==> src/rtl/div_pkg.sv <==
// Shared types and constants for the sequential signed divider.
// Holds the default width, the FSM state type and the signed minimum.
package div_pkg;

  localparam int DEF_WIDTH = 32;

  localparam logic [DEF_WIDTH-1:0] MIN_SIGNED =
    {1'b1, {(DEF_WIDTH-1){1'b0}}};

  typedef enum logic [1:0] {
    IDLE = 2'd0,
    CALC = 2'd1,
    FIX  = 2'd2,
    DONE = 2'd3
  } state_t;

endpackage

==> src/rtl/div_step.sv <==
// One restoring division iteration on unsigned magnitudes.
// Shifts in a dividend bit and subtracts the divisor when it fits.
module div_step #(
  parameter int WIDTH = 32
) (
  input  logic [WIDTH-1:0] rem_i,
  input  logic             bit_i,
  input  logic [WIDTH-1:0] dvs_i,
  output logic [WIDTH-1:0] rem_o,
  output logic             q_o
);

  logic [WIDTH:0] sh;
  logic [WIDTH:0] diff;

  assign sh   = {rem_i, bit_i};
  assign diff = sh - {1'b0, dvs_i};

  // Keep the difference only when the trial subtraction stays non-negative.
  always_comb begin
    q_o   = ~diff[WIDTH];
    rem_o = sh[WIDTH-1:0];
    if (!diff[WIDTH]) rem_o = diff[WIDTH-1:0];
  end

endmodule

==> src/rtl/seq_signed_divider.sv <==
// Fixed-latency signed restoring divider, WIDTH+2 cycles per result.
// Define SEQ_DIV_OVF_DETECT_EN to flag MIN / -1 on the ovf port.
import div_pkg::*;

module seq_signed_divider #(
  parameter int WIDTH = DEF_WIDTH
) (
  input  logic                    clk,
  input  logic                    rst,
  input  logic                    start,
  input  logic signed [WIDTH-1:0] X,
  input  logic signed [WIDTH-1:0] Y,
  output logic                    busy,
  output logic                    done,
  output logic signed [WIDTH-1:0] Q,
  output logic signed [WIDTH-1:0] R,
  output logic                    div_by_zero,
  output logic                    ovf
);

  localparam int CW = (WIDTH > 1) ? $clog2(WIDTH) : 1;
  localparam logic [CW-1:0] CNT_INIT = CW'(WIDTH - 1);

  state_t           state_q;
  logic [CW-1:0]    cnt_q;
  logic [WIDTH-1:0] rem_q;
  logic [WIDTH-1:0] dvd_q;
  logic [WIDTH-1:0] dvs_q;
  logic [WIDTH-1:0] x_q;
  logic             xs_q;
  logic             ys_q;

  logic [WIDTH-1:0] xmag_d;
  logic [WIDTH-1:0] ymag_d;
  logic [WIDTH-1:0] rem_d;
  logic             qbit_d;

  assign xmag_d = X[WIDTH-1] ? (~X + 1'b1) : X;
  assign ymag_d = Y[WIDTH-1] ? (~Y + 1'b1) : Y;

  div_step #(.WIDTH(WIDTH)) u_step (
    .rem_i (rem_q),
    .bit_i (dvd_q[WIDTH-1]),
    .dvs_i (dvs_q),
    .rem_o (rem_d),
    .q_o   (qbit_d)
  );

`ifdef SEQ_DIV_OVF_DETECT_EN
  localparam logic [WIDTH-1:0] MINV = {1'b1, {(WIDTH-1){1'b0}}};
  logic ovf_case;
  assign ovf_case = (x_q == MINV) && ys_q &&
                    (dvs_q == {{(WIDTH-1){1'b0}}, 1'b1});
`else
  assign ovf = 1'b0;
`endif

  // Control FSM with the datapath and registered result outputs.
  always_ff @(posedge clk) begin
    if (rst) begin
      state_q     <= IDLE;
      cnt_q       <= '0;
      rem_q       <= '0;
      dvd_q       <= '0;
      dvs_q       <= '0;
      x_q         <= '0;
      xs_q        <= 1'b0;
      ys_q        <= 1'b0;
      busy        <= 1'b0;
      done        <= 1'b0;
      Q           <= '0;
      R           <= '0;
      div_by_zero <= 1'b0;
`ifdef SEQ_DIV_OVF_DETECT_EN
      ovf         <= 1'b0;
`endif
    end else begin
      done <= 1'b0;
      unique case (state_q)
        IDLE: begin
          if (start) begin
            x_q     <= X;
            xs_q    <= X[WIDTH-1];
            ys_q    <= Y[WIDTH-1];
            dvd_q   <= xmag_d;
            dvs_q   <= ymag_d;
            rem_q   <= '0;
            cnt_q   <= CNT_INIT;
            busy    <= 1'b1;
            state_q <= CALC;
          end
        end
        CALC: begin
          rem_q <= rem_d;
          dvd_q <= {dvd_q[WIDTH-2:0], qbit_d};
          if (cnt_q == '0) state_q <= FIX;
          else cnt_q <= cnt_q - 1'b1;
        end
        FIX: begin
          if (dvs_q == '0) begin
            Q           <= '1;
            R           <= x_q;
            div_by_zero <= 1'b1;
          end else begin
            Q           <= (xs_q ^ ys_q) ? (~dvd_q + 1'b1) : dvd_q;
            R           <= xs_q ? (~rem_q + 1'b1) : rem_q;
            div_by_zero <= 1'b0;
          end
`ifdef SEQ_DIV_OVF_DETECT_EN
          ovf     <= ovf_case;
`endif
          state_q <= DONE;
        end
        DONE: begin
          done    <= 1'b1;
          busy    <= 1'b0;
          state_q <= IDLE;
        end
      endcase
    end
  end

endmodule

==> config.mk <==
export PLATFORM = sky130hd
export DESIGN_NAME = seq_signed_divider
export DESIGN_NICKNAME = d
export VERILOG_FILES = /design/src/rtl/div_pkg.sv /design/src/rtl/div_step.sv /design/src/rtl/seq_signed_divider.sv
export SDC_FILE = /design/constraint.sdc
export NUM_CORES = 1
export LEC_CHECK = 0
export BUFFER_PORTS_ARGS = -buffer_cell sky130_fd_sc_hd__buf_4
export CAP_MARGIN = 10
export CORE_MARGIN = 4
export CORE_UTILIZATION = 33
export DETAILED_ROUTE_END_ITERATION = 12
export SLEW_MARGIN = 20
export SYNTH_ARGS = -nofsm -noshare
export SYNTH_HDL_FRONTEND = slang
export SYNTH_SLANG_ARGS = --single-unit
==> constraint.sdc <==
create_clock -name clk -period 5.9 [get_ports clk]
set_input_delay 1.475 -clock clk [delete_from_list [all_inputs] [get_ports clk]]
set_output_delay 1.475 -clock clk [all_outputs]
set_load 0.02 [all_outputs]
==> metrics.cfg <==
[outcome]
status = completed

[routing]
drt_pass1_iterations = 5
viasPerCell = 5.297
drtAntennaViolNets = 0
post-route-drc-count = 0
drtIter0Drc = 745
via_count = 11520
wire_per_inst_um = 16.26
routed_wl_um = 35370

[die]
top_level_ports = 135
rows = 70
die_y_um = 201.5
chipWidth_um = 201.5
core_area_sq_mm = 0.03679
initial_utilization_pct = 33.60
die_area_sq_mm = 0.04062

[worst_setup_path]
cp.arrival_ns = 4.58
critPathCaptureType = register
startpoint = Y[8]
start_kind = input port
timing.rr.start = rem_q[0]$_SDFFE_PP0P_
worstSetupPathType = in -> reg
crit_fanout = 4
worstPathRequired_ns = 6.33

[global_routing]
first_global_vias = 10830
overflow = 0
grt_pass1_wl_um = 57400
antenna_found_initial = 0
grt_usage_pct = 16.59
grt_max_degree = 75

[job]
drv_cap = 0

[synthesis]
yosys_warnings = 0
async_reset_ff_share_pct = 0
synth_edf_count = 0
netlist_instances = 1624
synth-seq-cells = 203
synth_fp_nets = 1734
avgSynthCellArea_sq_um = 7.611
yosysUniqueCellTypes = 59
ys_seq_area_share_pct = 32.88
synth_top_cell_by_area = dfxtp_1
synth_area_leaders = dfxtp_1 (33%), nand2_1 (7.9%), xor2_1 (7.7%)
syn-cell-area_sq_mm = 0.01236
synthFlopType = dfxtp_1
yosysTopAreaCellShare_pct = 32.88

[sta]
maxSlewHeadroom_pct = 35.75
tns_ns = 0
fmaxAchievable_mhz = 241.0
finalClockSkew_ns = 0.02235
fin_crit_sh_pct = 70.32
hold_viol_final = 0
post-route-min-period_ns = 4.149
tightest_slew_ns = 0.9637
setup_viol = 0
maxSlewViolCount = 0
grt_setup_unrepaired = false

[power]
leakagePower_nw = 5.802
powerDensity_mw_per_mm2 = 422.3
ir_drop_uv = 223.7
p_switching_w = 0.002371
seqPwrFrac_pct = 31.0
p_sw_share_pct = 38.22
p_clk_share_pct = 30.0
p_int_w = 0.003832
combPwrFrac_pct = 39.0

[cts]
cts.sinks = 203
worstSkewPairLatency_ns = 0.53
postCtsSetupRepairBufs = 0
clockBufferDepth = 3
cts.htree.levels = 1
clkSlewWorstSetupHoldPaths_ns = 0.06
holdBufCountCts = 0
numCtsBuffers = 26
cts_tree = yes
clock-root-buffer = clkbuf_16
cts_resized = 0

[placed_design]
gp_congestion = 0.8604
portBuffers = 133
dp.final_hpwl_um = 26170

[layout]
fillers = 3766
num_antenna_cells = 0
drive_above_1_share_pct = 12.65
layout.nets = 1798
fin_util_pct = 39.94
syn2layout_area_growth_pct = 18.85

[worst_hold_path]
hold_path_class = reg -> reg
hp-start = x_q[28]$_SDFFE_PP0P_

cell usage after synthesis, drive strengths merged, types with 2 or more instances:
cell type / number
nor4b: 2
nand4: 23
a211oi: 35
a21boi: 3
o22ai: 23
dfxtp: 203
clkbuf: 103
nand3: 10
a31o: 4
a311oi: 15
ha: 42
o21a: 6
o21ai: 92
a21o: 11
o41ai: 15
nor4: 24
or3: 17
or2: 2
and3: 3
o21bai: 3
mux2i: 31
xor2: 108
a221o: 18
inv: 56
and2: 5
nor2b: 12
o211ai: 33
xnor2: 43
nand3b: 5
a31oi: 9
nand2: 260
o31ai: 37
nor3: 24
buf: 9
nand2b: 22
a21oi: 138
nor2: 149
or4: 14
worst max-delay path: stages:
cell and delay (ns):
buf_4 0.12, or3_4 0.39, or4_4 0.44, or3_4 0.35, or4_4 0.43, or3_4 0.40
or3_1 0.39, o41ai_2 0.24, xor2_1 0.11, a211oi_1 0.23
layout make-up:
class	count	area, sq um	area share, %
clock buffer	32	734.5	5.000
timing repair buffer	148	1111	7.563
tap	468	585.6	3.986
clock inverter	15	289.0	1.967
multi-input combinational	1253	7695	52.38
inverter	56	210.2	1.431
sequential	203	4065	27.67
per-stage QoR:
stage	setup slack [ns]	power (W)	cells	cell area, sq um	hold WS (ns)
finish	1.751	0.006204	2175	14690	0.4548
global route	1.361	0.006616	2175	14690	0.4791
detailed placement	1.207	0.004360	2128	13670	0.4486
CTS	1.728	0.006236	2175	14690	0.4569
global placement	1.246	0.004317	2128	13670	0.4416
floorplan	1.487	0.003685	1624	12360	0.4357
cells in the final DEF (no fill, tap or decap), types with 37 or more instances in the layout:
cell     count
a21oi_1    138
buf_4      148
dfxtp_1    202
ha_1        41
inv_1       56
nand2_1    260
nor2_1     147
o21ai_0     91
o31ai_1     37
xnor2_1     43
xor2_1     108
registers in the layout (all words and copies together), names as in the netlist:
| signal | cells |
|---|---|
| R | 32 |
| done | 1 |
| dvd_q | 32 |
| ys_q | 1 |
| Q | 32 |
| cnt_q | 5 |
| dvs_q | 32 |
| x_q | 32 |
| state_q | 2 |
| busy | 1 |
| div_by_zero | 1 |
| rem_q | 32 |
logic make-up after synthesis:
group | share of synthesized area [%]
AOI/OAI and AO/OA | 23.23
other | 0.03034
buffers and inverters | 5.132
and+or+nand+nor | 21.01
muxes | 2.601
adders and majority gates | 4.413
xor gates and xnor gates | 10.70
DFF | 32.88
worst paths after layout:
kind / to / slack [ns] / depth (start not counted)
hold reg to reg: x_q[28]$_SDFFE_PP0P_ / 0.45 / 2
hold / removal: x_q[28]$_SDFFE_PP0P_ / 0.45 / 2
setup reg to reg: rem_q[9]$_SDFFE_PP0P_ / 1.79 / 11
setup / recovery: dvs_q[30]$_SDFFE_PP0P_ / 1.75 / 10
power groups by stage:
| stage | clock network, W | registers (W) | logic [W] |
|---|---|---|---|
| final | 0.00186 | 0.00192 | 0.00242 |
| after global routing | 0.00196 | 0.00196 | 0.00269 |
| after CTS | 0.00190 | 0.00192 | 0.00242 |
| after detailed placement | 0 | 0.00195 | 0.00241 |
| after global placement | 0 | 0.00193 | 0.00238 |
| after floorplan | 0 | 0.00196 | 0.00173 |
routing by layer:
metal	track usage, %	wire (um)
met1	23.73	16970
met2	26.75	15900
met3	2.224	1753
met4	3.589	744
met5	0	0
No activity file was read; power rests on OpenSTA's default activity.
